<file path="src/rtl/ps2_host_tx.sv">
`default_nettype none
//============================================================================
// Module   : ps2_host_tx
// Purpose  : PS/2 host-to-device transmitter. Runs the request-to-send
//            sequence (clock inhibit, start bit), shifts a framed command
//            out on device clock falls, checks the device ACK and guards
//            every device-paced phase with a timeout.
// Ports    : slowClk      - system clock
//            reset        - synchronous, active-high reset
//            psclk_i      - sampled PS/2 clock line
//            psclk_pull   - 1 = drive clock line low, 0 = release
//            psdata_i     - sampled PS/2 data line
//            psdata_pull  - 1 = drive data line low, 0 = release
//            command      - payload, captured when send is accepted
//            send         - single-cycle request, accepted only when idle
//            busy         - high from acceptance until back in idle
//            done         - one-cycle pulse, ACK good and bus idle
//            ack_err      - one-cycle pulse, ACK bit sampled as 1
//            timeout      - one-cycle pulse, device stopped clocking
// Revision : 1.0 - initial release
//============================================================================
module ps2_host_tx #(
    parameter int DATA_W      = 8,
    parameter int PARITY_ODD  = 1,
    parameter int INHIBIT_CYC = 100,
    parameter int TIMEOUT_CYC = 2000,
    parameter int FILTER_LEN  = 4
) (
    input  logic              slowClk,
    input  logic              reset,
    input  logic              psclk_i,
    output logic              psclk_pull,
    input  logic              psdata_i,
    output logic              psdata_pull,
    input  logic [DATA_W-1:0] command,
    input  logic              send,
    output logic              busy,
    output logic              done,
    output logic              ack_err,
    output logic              timeout
);

    // Counter sizing: large enough for the inhibit time, the timeout and
    // the bit index, plus one spare bit.
    localparam int c_MAX_AB = (INHIBIT_CYC > TIMEOUT_CYC) ? INHIBIT_CYC : TIMEOUT_CYC;
    localparam int c_MAX    = (c_MAX_AB > DATA_W + 3) ? c_MAX_AB : DATA_W + 3;
    localparam int c_CNT_W  = $clog2(c_MAX) + 1;
    localparam int c_FILT_W = $clog2(FILTER_LEN + 1);
    localparam int c_SH_W   = DATA_W + 2;   // {stop, parity, data}

    localparam logic [c_CNT_W-1:0]  c_INH_LAST  = c_CNT_W'(INHIBIT_CYC - 1);
    localparam logic [c_CNT_W-1:0]  c_TO_LAST   = c_CNT_W'(TIMEOUT_CYC - 1);
    localparam logic [c_CNT_W-1:0]  c_BIT_LAST  = c_CNT_W'(DATA_W + 1);
    localparam logic [c_FILT_W-1:0] c_FILT_LAST = c_FILT_W'(FILTER_LEN - 1);

    localparam logic [2:0] c_S_IDLE      = 3'd0;
    localparam logic [2:0] c_S_INHIBIT   = 3'd1;
    localparam logic [2:0] c_S_REQ       = 3'd2;
    localparam logic [2:0] c_S_DATA      = 3'd3;
    localparam logic [2:0] c_S_ACK       = 3'd4;
    localparam logic [2:0] c_S_WAIT_IDLE = 3'd5;

    // ------------------------------------------------------------------
    // Input conditioning
    // ------------------------------------------------------------------
    logic                r_clk_s1, r_clk_s2;
    logic                r_dat_s1, r_dat_s2;
    logic                r_clk_filt;
    logic [c_FILT_W-1:0] r_filt_cnt;
    logic                r_fall;
    logic                w_clk_diff;
    logic                w_filt_flip;

    always_comb begin
        w_clk_diff  = (r_clk_s2 != r_clk_filt);
        // The FILTER_LEN-th consecutive differing sample commits the change.
        w_filt_flip = w_clk_diff && (r_filt_cnt == c_FILT_LAST);
    end

    always_ff @(posedge slowClk) begin
        if (reset) begin
            // Synchronisers reset to the idle (high) line level so that no
            // spurious fall is seen right after reset.
            r_clk_s1   <= 1'b1;
            r_clk_s2   <= 1'b1;
            r_dat_s1   <= 1'b1;
            r_dat_s2   <= 1'b1;
            r_clk_filt <= 1'b1;
            r_filt_cnt <= '0;
            r_fall     <= 1'b0;
        end else begin
            r_clk_s1 <= psclk_i;
            r_clk_s2 <= r_clk_s1;
            r_dat_s1 <= psdata_i;
            r_dat_s2 <= r_dat_s1;
            r_fall   <= w_filt_flip && r_clk_filt;
            if (!w_clk_diff) begin
                r_filt_cnt <= '0;
            end else if (w_filt_flip) begin
                r_clk_filt <= r_clk_s2;
                r_filt_cnt <= '0;
            end else begin
                r_filt_cnt <= r_filt_cnt + c_FILT_W'(1);
            end
        end
    end

    // ------------------------------------------------------------------
    // Frame construction
    // ------------------------------------------------------------------
    logic w_parity;

    always_comb begin
        w_parity = (PARITY_ODD != 0) ? ~(^command) : (^command);
    end

    // ------------------------------------------------------------------
    // Transmit state machine
    // ------------------------------------------------------------------
    logic [2:0]         r_state;
    logic [c_SH_W-1:0]  r_shift;
    logic [c_CNT_W-1:0] r_bit_cnt;
    logic [c_CNT_W-1:0] r_inh_cnt;
    logic [c_CNT_W-1:0] r_to_cnt;
    logic               r_clk_pull;
    logic               r_data_pull;
    logic               r_busy;
    logic               r_done;
    logic               r_ack_err;
    logic               r_timeout;
    logic               w_to_hit;

    always_comb begin
        w_to_hit = (r_to_cnt == c_TO_LAST);
    end

    always_ff @(posedge slowClk) begin
        if (reset) begin
            r_state     <= c_S_IDLE;
            r_shift     <= '0;
            r_bit_cnt   <= '0;
            r_inh_cnt   <= '0;
            r_to_cnt    <= '0;
            r_clk_pull  <= 1'b0;
            r_data_pull <= 1'b0;
            r_busy      <= 1'b0;
            r_done      <= 1'b0;
            r_ack_err   <= 1'b0;
            r_timeout   <= 1'b0;
        end else begin
            r_done    <= 1'b0;
            r_ack_err <= 1'b0;
            r_timeout <= 1'b0;

            case (r_state)
                c_S_IDLE: begin
                    r_to_cnt  <= '0;
                    r_inh_cnt <= '0;
                    if (send) begin
                        r_shift    <= {1'b1, w_parity, command};
                        r_busy     <= 1'b1;
                        r_clk_pull <= 1'b1;
                        r_state    <= c_S_INHIBIT;
                    end
                end

                c_S_INHIBIT: begin
                    r_to_cnt <= '0;
                    if (r_inh_cnt == c_INH_LAST) begin
                        // Start bit and clock release change together.
                        r_clk_pull  <= 1'b0;
                        r_data_pull <= 1'b1;
                        r_bit_cnt   <= '0;
                        r_inh_cnt   <= '0;
                        r_state     <= c_S_REQ;
                    end else begin
                        r_inh_cnt <= r_inh_cnt + c_CNT_W'(1);
                    end
                end

                c_S_REQ: begin
                    r_to_cnt <= r_fall ? '0 : r_to_cnt + c_CNT_W'(1);
                    r_state  <= c_S_DATA;
                end

                c_S_DATA: begin
                    if (r_fall) begin
                        // Pull low for a 0 bit; the stop bit (1) releases.
                        r_to_cnt    <= '0;
                        r_data_pull <= ~r_shift[0];
                        r_shift     <= r_shift >> 1;
                        r_bit_cnt   <= r_bit_cnt + c_CNT_W'(1);
                        if (r_bit_cnt == c_BIT_LAST) begin
                            r_state <= c_S_ACK;
                        end
                    end else if (w_to_hit) begin
                        r_clk_pull  <= 1'b0;
                        r_data_pull <= 1'b0;
                        r_timeout   <= 1'b1;
                        r_busy      <= 1'b0;
                        r_to_cnt    <= '0;
                        r_state     <= c_S_IDLE;
                    end else begin
                        r_to_cnt <= r_to_cnt + c_CNT_W'(1);
                    end
                end

                c_S_ACK: begin
                    if (r_fall) begin
                        r_to_cnt <= '0;
                        if (r_dat_s2) begin
                            r_ack_err <= 1'b1;
                            r_busy    <= 1'b0;
                            r_state   <= c_S_IDLE;
                        end else begin
                            r_state <= c_S_WAIT_IDLE;
                        end
                    end else if (w_to_hit) begin
                        r_clk_pull  <= 1'b0;
                        r_data_pull <= 1'b0;
                        r_timeout   <= 1'b1;
                        r_busy      <= 1'b0;
                        r_to_cnt    <= '0;
                        r_state     <= c_S_IDLE;
                    end else begin
                        r_to_cnt <= r_to_cnt + c_CNT_W'(1);
                    end
                end

                c_S_WAIT_IDLE: begin
                    if (r_fall) begin
                        r_to_cnt <= '0;
                    end else if (r_clk_filt && r_dat_s2) begin
                        r_done   <= 1'b1;
                        r_busy   <= 1'b0;
                        r_to_cnt <= '0;
                        r_state  <= c_S_IDLE;
                    end else if (w_to_hit) begin
                        r_clk_pull  <= 1'b0;
                        r_data_pull <= 1'b0;
                        r_timeout   <= 1'b1;
                        r_busy      <= 1'b0;
                        r_to_cnt    <= '0;
                        r_state     <= c_S_IDLE;
                    end else begin
                        r_to_cnt <= r_to_cnt + c_CNT_W'(1);
                    end
                end

                default: begin
                    r_clk_pull  <= 1'b0;
                    r_data_pull <= 1'b0;
                    r_busy      <= 1'b0;
                    r_state     <= c_S_IDLE;
                end
            endcase
        end
    end

    assign psclk_pull  = r_clk_pull;
    assign psdata_pull = r_data_pull;
    assign busy        = r_busy;
    assign done        = r_done;
    assign ack_err     = r_ack_err;
    assign timeout     = r_timeout;

endmodule
`default_nettype wire

</file>
<file path="config.mk">
export PLATFORM = sky130hd
export DESIGN_NAME = ps2_host_tx
export DESIGN_NICKNAME = d
export VERILOG_FILES = /design/src/rtl/ps2_host_tx.sv
export SDC_FILE = /design/constraint.sdc
export NUM_CORES = 1
export LEC_CHECK = 0
export CAP_MARGIN = 25
export CORE_ASPECT_RATIO = 1.5
export CORE_UTILIZATION = 40
export DETAILED_ROUTE_END_ITERATION = 8
export REMOVE_ABC_BUFFERS = 1
export SLEW_MARGIN = 5
export SYNTH_ARGS = -nofsm -noshare
export SYNTH_HDL_FRONTEND = slang
export SYNTH_SLANG_ARGS = --single-unit
export TNS_END_PERCENT = 1
</file>
<file path="constraint.sdc">
create_clock -name slowClk -period 3.1 [get_ports slowClk]
set_input_delay 0.62 -clock slowClk [delete_from_list [all_inputs] [get_ports slowClk]]
set_output_delay 0.62 -clock slowClk [all_outputs]
set_load 0.05 [all_outputs]
</file>
Yosys cells after proc, flatten, opt, wreduce, memory -nomap -nowiden
Cells that the tools add are included.
- flip-flop bits (word level): 64
- logic and storage cells: 126
- output and inout bits: 6
- input bits: 13
- multiplexer cells: 52
- equal/unequal tests: 20
- add/subtract/negate cells: 4
- bitwise logic cells: 9
- reductions and logical operators: 23
- operator list (cell ; number):
    two-way mux 12 bit ; 8
    one-hot mux 12 bit (2 select lines) ; 2
    one-hot mux 12 bit (4 select lines) ; 1
    adder 12 x 1 -> 12 bit (second input constant) ; 3
    two-way mux 3 bit ; 9
    two-way mux 1 bit ; 24
    two-way mux 10 bit ; 2
    one-hot mux 10 bit (2 select lines) ; 1
    one-hot mux 3 bit (6 select lines) ; 1
    != test 2 bit (second input constant) ; 8
    one-hot mux 1 bit (5 select lines) ; 3
    == test 12 x 11 -> 1 bit (second input constant) ; 1
    == test 12 x 4 -> 1 bit (second input constant) ; 1
    == test 12 x 7 -> 1 bit (second input constant) ; 1
    AND reduction 5 bit ; 2
    == test 3 x 2 -> 1 bit (second input constant) ; 3
    NOT 1 bit ; 9
    OR reduction 3 bit ; 3
    OR reduction 2 bit ; 4
    XOR reduction 8 bit ; 1
    == test 3 bit (second input constant) ; 2
    != test 3 bit (second input constant) ; 2
    AND reduction 3 bit ; 2
    AND reduction 6 bit ; 1
    other kinds (10) ; 14

Depth between registers and ports, before layout
- word-level depth: 5
- gate-level depth with buffers: 7
- depth with buffers taken out: 7

Worst setup path after synthesis
No wires, ideal clock.
- path kind: reg2reg
- from: reg r_to_cnt[4]
- to: reg r_to_cnt[7]
- buffers on the path: 1
- path slack: 1.337 ns
- required time: 2.985 ns
- arrival: 1.648 ns
- clock period less this slack: 1.763 ns
- cell stages (with the launch flop): 7
- library setup time: 0.115 ns
- cells stage by stage: dfxtp_1 or3b_1 or3_4 a21o_1 a32oi_2 buf_6 nor2_1
- word-level cells in the longest chain between the ends: 5
- elaborated cells on any way between the ends: 8
- those cells by class: 1 x add/sub; 1 x eq/ne; 6 x mux
- RTL lines (element ; line ; RTL):
    start: declaration ; 124 ; logic [c_CNT_W-1:0] r_to_cnt;
    start signal: assignment ; 182 ; r_to_cnt <= r_fall ? '0 : r_to_cnt + c_CNT_W'(1);
    start signal: assignment ; 204 ; r_to_cnt <= r_to_cnt + c_CNT_W'(1);
    start signal: assignment ; 226 ; r_to_cnt <= r_to_cnt + c_CNT_W'(1);
    adder 12 x 1 -> 12 bit or == test 12 x 11 -> 1 bit (tied branches) ; -- ;
    two-way mux 12 bit ; 196, 218, 238 ;
    two-way mux 12 bit ; 233 ; end else if (r_clk_filt && r_dat_s2) begin
    two-way mux 12 bit ; 231 ; if (r_fall) begin
    one-hot mux 12 bit (4 select lines) * ; 155 ; case (r_state)
Mark *: on every way between the ends. The rest lies on a longest branch, timed or not.
A chain may end at the register's enable or synchronous reset.

Worst setup path after layout
- from: reg r_state[2]
- to: reg r_shift[3]
- word-level cells in the longest chain between the ends: 3
- elaborated cells on any way between the ends: 7
- those cells by class: 3 x eq/ne; 1 x mux; 3 x reduce/logical
- RTL lines (element ; line ; RTL):
    start: declaration ; 120 ; logic [2:0] r_state;
    start signal: assignment ; 139 ; r_state <= c_S_IDLE;
    start signal: assignment ; 163 ; r_state <= c_S_INHIBIT;
    start signal: assignment ; 175 ; r_state <= c_S_REQ;
    == test 3 x 2 -> 1 bit or zero test 3 bit (tied branches) ; 155 ;
    != test 2 bit (no line) or nonzero test 2 bit (tied branches) ; -- ;
    AND reduction 3 bit (no line) ; -- ;
    end signal: assignment ; 160 ; r_shift <= {1'b1, w_parity, command};
    end signal: assignment ; 191 ; r_shift <= r_shift >> 1;
    end: declaration ; 121 ; logic [c_SH_W-1:0] r_shift;
Parallel ways exist; a longest one is shown, timed or not.

==> run summary <==
The total count of max-transition violations in the final report was 0. The share of the yosys chip area belonging to registers is 0.396. The average cell area after synthesis is between 8 and 9 sq um. Of the total synthesized cell area, the portion taken by full adders, half adders and majority gates is 0.0232.

The logic depth of the worst setup path including buffers came out at 5. sky130_fd_sc_hd__dfxtp_1 is the most common cell in the netlist. The flow ran to the end, and the final reports show no timing, DRC or antenna violations. The via count of the first global-routing pass came out at around 2500. STA classifies the critical path endpoint as a register.

The buffers plus inverters on the worst setup path is 0. The clock tree skew after final layout is roughly 0.0065 ns. TritonCTS built the clock tree. The max capacitance violation total came out at 0. The filler cell count is slightly below 800. The number of buffers inserted during clock tree synthesis came out at 9. Along the worst hold path, the cell count comes to 1. The sum of net half-perimeters after detailed placement came out at 4850 microns. Of all nets on the critical path, the largest fanout is 18. Of the total synthesized cell area, the portion taken by AND, OR, NAND and NOR gates is 0.263. The post-synthesis instance area came out at approximately 3200 sq um.

The Yosys warning count is 0. The global routing stage identified its most utilized layer as met2. On the critical path the largest part of the delay comes from simple AND/OR/NAND/NOR gates. The first-pass detailed-route iteration total is 4. The kind of start point of the critical path is a register. The count of vias placed by the detailed router came out at ~2700.

The buffer levels on the longest clock path is 2. The register-to-register path setup slack came out at ~0.64 ns. Summing all non-filler instances in the final layout gives an area of 3790 sq um. Of all flip-flops after synthesis, the portion carrying an async set or reset was 0. After the last flow step, the layout net total stands at around 400. The portion of synthesized area spent on multiplexers is 0.00309. At the worst endpoint, the required time is ~3.3 ns. The die covers between 8000 and 9000 sq um. The count of flip-flops with a built-in enable after synthesis is 0.

In the global route stage, met1 resource usage came out at 0.222. The number of DRC markers in iteration 0 came out at 160. The number of antenna cells inserted came out at 0. Compared with the post-synthesis result, the final layout area differs by 17.3%.

Setup violations remaining at the end of the flow were counted as 0. The share of synthesized area in the top cell type comes to 0.396. The per-cell routed wire length is about 14 microns. CTS built an H-tree with a depth of 3. The standard-cell row count came out at 39. The routed design has just under 7000 microns of wire. The top-level I/O count is 19. The first global-routing pass estimated 11900 microns of wire. The fraction of layout instances using a drive strength above 1 is 0.107. The largest single stage delay on the critical path is between 0.5 and 0.6 ns. The area fraction in compound gates after synthesis was 0.194. The final period demand of the worst path came out at about 2.5 ns. The library cell appearing most often on the critical path is sky130_fd_sc_hd__nand2_1.

Power comes to approximately 2.1 mW. Measured along the x axis, the die boundary spans ~75 microns. The initial antenna violation count came out at 0.

Of the total synthesized cell area, the portion taken by XOR and XNOR cells is 0.0812. Timing would allow up to between 400 and 500 MHz. The worst pin sits at a relative slew slack of 0.529.

In this run the standard cell core region covers approximately 7700 sq um. The tree is rooted in a sky130_fd_sc_hd__clkbuf_16. The starting utilization of the core area is 0.420. The largest net degree at the start of global routing came out at 27. Of all cell types, the one taking the most synthesized area is sky130_fd_sc_hd__dfxtp_1.

The critical path goes through and3b_1 > nand2_1 > nand2_1 > nor2_1 > a311oi_1. Before CTS, the worst setup slack after placement is roughly 0.62 ns. The count of buffers from port buffering came out at 18. The setup path with the least slack is of type register to register. By area the synthesized netlist is led by sky130_fd_sc_hd__dfxtp_1, sky130_fd_sc_hd__xnor2_1, sky130_fd_sc_hd__nor2_1, sky130_fd_sc_hd__a311oi_1, sky130_fd_sc_hd__nand2_1. At the end of routability-driven placement, the weighted congestion stood at roughly 0.80. Counting instances in the post-synthesis netlist gives the leading cell types as sky130_fd_sc_hd__dfxtp_1, sky130_fd_sc_hd__nor2_1, sky130_fd_sc_hd__nand2_1, sky130_fd_sc_hd__xnor2_1, sky130_fd_sc_hd__a21oi_1. The post-CTS repair timing setup buffer count came out at 0.

The main combinational cell family by area after synthesis is simple AND/OR/NAND/NOR gates. The arrival time of the worst setup path came out at ~2.7 ns. The worst min-delay path category is register to register. The count of hold buffers inserted by post-cts repair is 0. On the critical path, the stage with the largest delay is an instance of sky130_fd_sc_hd__and3b_1. In the global route stage, met3 resource usage came out at 0.0395. The largest voltage drop on the vdd net came out at between 0.2 and 0.3 mV. Setup repair after global routing left no endpoint under its margin. After detailed routing, the number of remaining DRC violations is 0. The actual slew at the worst max-slew pin is about 0.71 ns.

The total negative setup slack came out at 0 ns. After clock tree synthesis, the clock-pin slew on the worst setup and hold paths is approximately 0.050 ns. The worst register-to-register path has a depth of 5. For this run, the leading register cell type out of synthesis is sky130_fd_sc_hd__dfxtp_1. In this run, post-CTS repair resized a total of 0 instances.

The final worst setup slack is 0.644 ns. The instance area at placement came out at about 3500 sq um. The global-route track usage on met2 came out at 0.293.

The flop and latch count out of synthesis came out at 64. The static leakage came out at about 1.2 nW. The vertical die dimension is 112 microns.

The power per unit of standard cell area came out at roughly 560 nW/um^2. At the end of the flow the core is filled with cells to 0.492. The CTS sink count is 64. The count of nets left with antenna violations once routing finished came out at 0. The number of hold violations in the final report came out at 0. The ratio of final minimum period to clock period is 0.792. Across every metal layer, demand over resource in global routing totals 0.185.

The cell count after synthesis came out at ~370. The clock network latency to the later pin of the worst-skew pair is between 0.3 and 0.4 ns. In this run, distinct cell masters in the synthesized netlist total 58. After detailed routing, the number of vias per cell comes to about 5.4. The total overflow reported by the global router came out at 0.
[flip-flops by register name (all words and copies together), names as in the netlist]
signal,cells
r_inh_cnt,12
ack_err,1
r_dat_s1,1
timeout,1
r_shift,10
r_dat_s2,1
r_state,3
r_filt_cnt,3
r_fall,1
psclk_pull,1
r_clk_s1,1
psdata_pull,1
busy,1
done,1
r_bit_cnt,12
r_clk_filt,1
r_clk_s2,1
r_to_cnt,12
[stage by stage]
| step | hold WS (ns) | instances |
|---|---|---|
| 2_1_floorplan | 0.389 | 354 |
| 3_3_place_gp | 0.404 | 479 |
| 3_5_place_dp | 0.408 | 479 |
| 4_1_cts | 0.423 | 495 |
| 5_1_grt | 0.427 | 495 |
| 6_report | 0.416 | 495 |
[layout by cell type (no fill, tap or decap), drive strengths merged, types with 2 or more instances in the layout]
master         instances
a211oi                 9
clkdlybuf4s50         18
a311oi                20
buf                    5
nor4                   7
dfxtp                 64
nand2b                 7
or2                    5
and4b                  2
nand2                 42
or3b                   2
xor2                   4
nor2b                  4
xnor2                 26
nand4                  5
clkinv                 2
a41oi                  3
a2111oi                2
nand3                 11
ha                     6
nand4b                 2
clkbuf                11
o21ai                  9
nor4b                  2
nor3                   6
a21oi                 21
a31oi                  4
nor2                  52
and3                   4
nand3b                 3
inv                    9
clkinvlp               2
a21boi                 2
or3                    4
[logic make-up (layout without fill, tap and decap cells)]
| kind of cell | count (synthesis) | after routing |
|---|---|---|
| compound gates | 81 | 81 |
| xor+xnor | 30 | 30 |
| fa+ha+maj | 6 | 6 |
| buf+inv | 29 | 48 |
| flops | 64 | 64 |
| mux | 1 | 1 |
| simple gates | 163 | 163 |
[layout make-up]
cell class / count / area (sq um) / share of cell area
Clock inverter: 5 / 55.1 / 0.0145
Multi-Input combinational cell: 281 / 1830 / 0.481
Timing Repair Buffer: 23 / 218 / 0.0574
Sequential cell: 64 / 1280 / 0.338
Clock buffer: 11 / 253 / 0.0666
Tap cell: 102 / 128 / 0.0336
Inverter: 9 / 33.8 / 0.00890
[report_power, final]
group | switching, mW | internal (mW) | leakage (nW) | total (mW)
registers | 0.0228 | 0.854 | 0.520 | 0.876
clock network | 0.361 | 0.662 | 0.148 | 1.02
logic | 0.137 | 0.0982 | 0.582 | 0.236
total | 0.521 | 1.61 | 1.25 | 2.13
[path summary, 6_finish.rpt]
path	start	to
min reg2reg	r_filt_cnt[0]	r_filt_cnt[0]
min	r_filt_cnt[0]	r_filt_cnt[0]
max reg2reg	r_state[2]	r_shift[3]
max	r_state[2]	r_shift[3]
[routing by layer]
metal / vias to the layer above / part of all wire
met3: 20 / 0.038
met2: 56 / 0.49
met1: 1217 / 0.44
li1: 1375 / -
met5: - / 0
met4: 0 / 0.037
(Power assumes the default switching activity.)
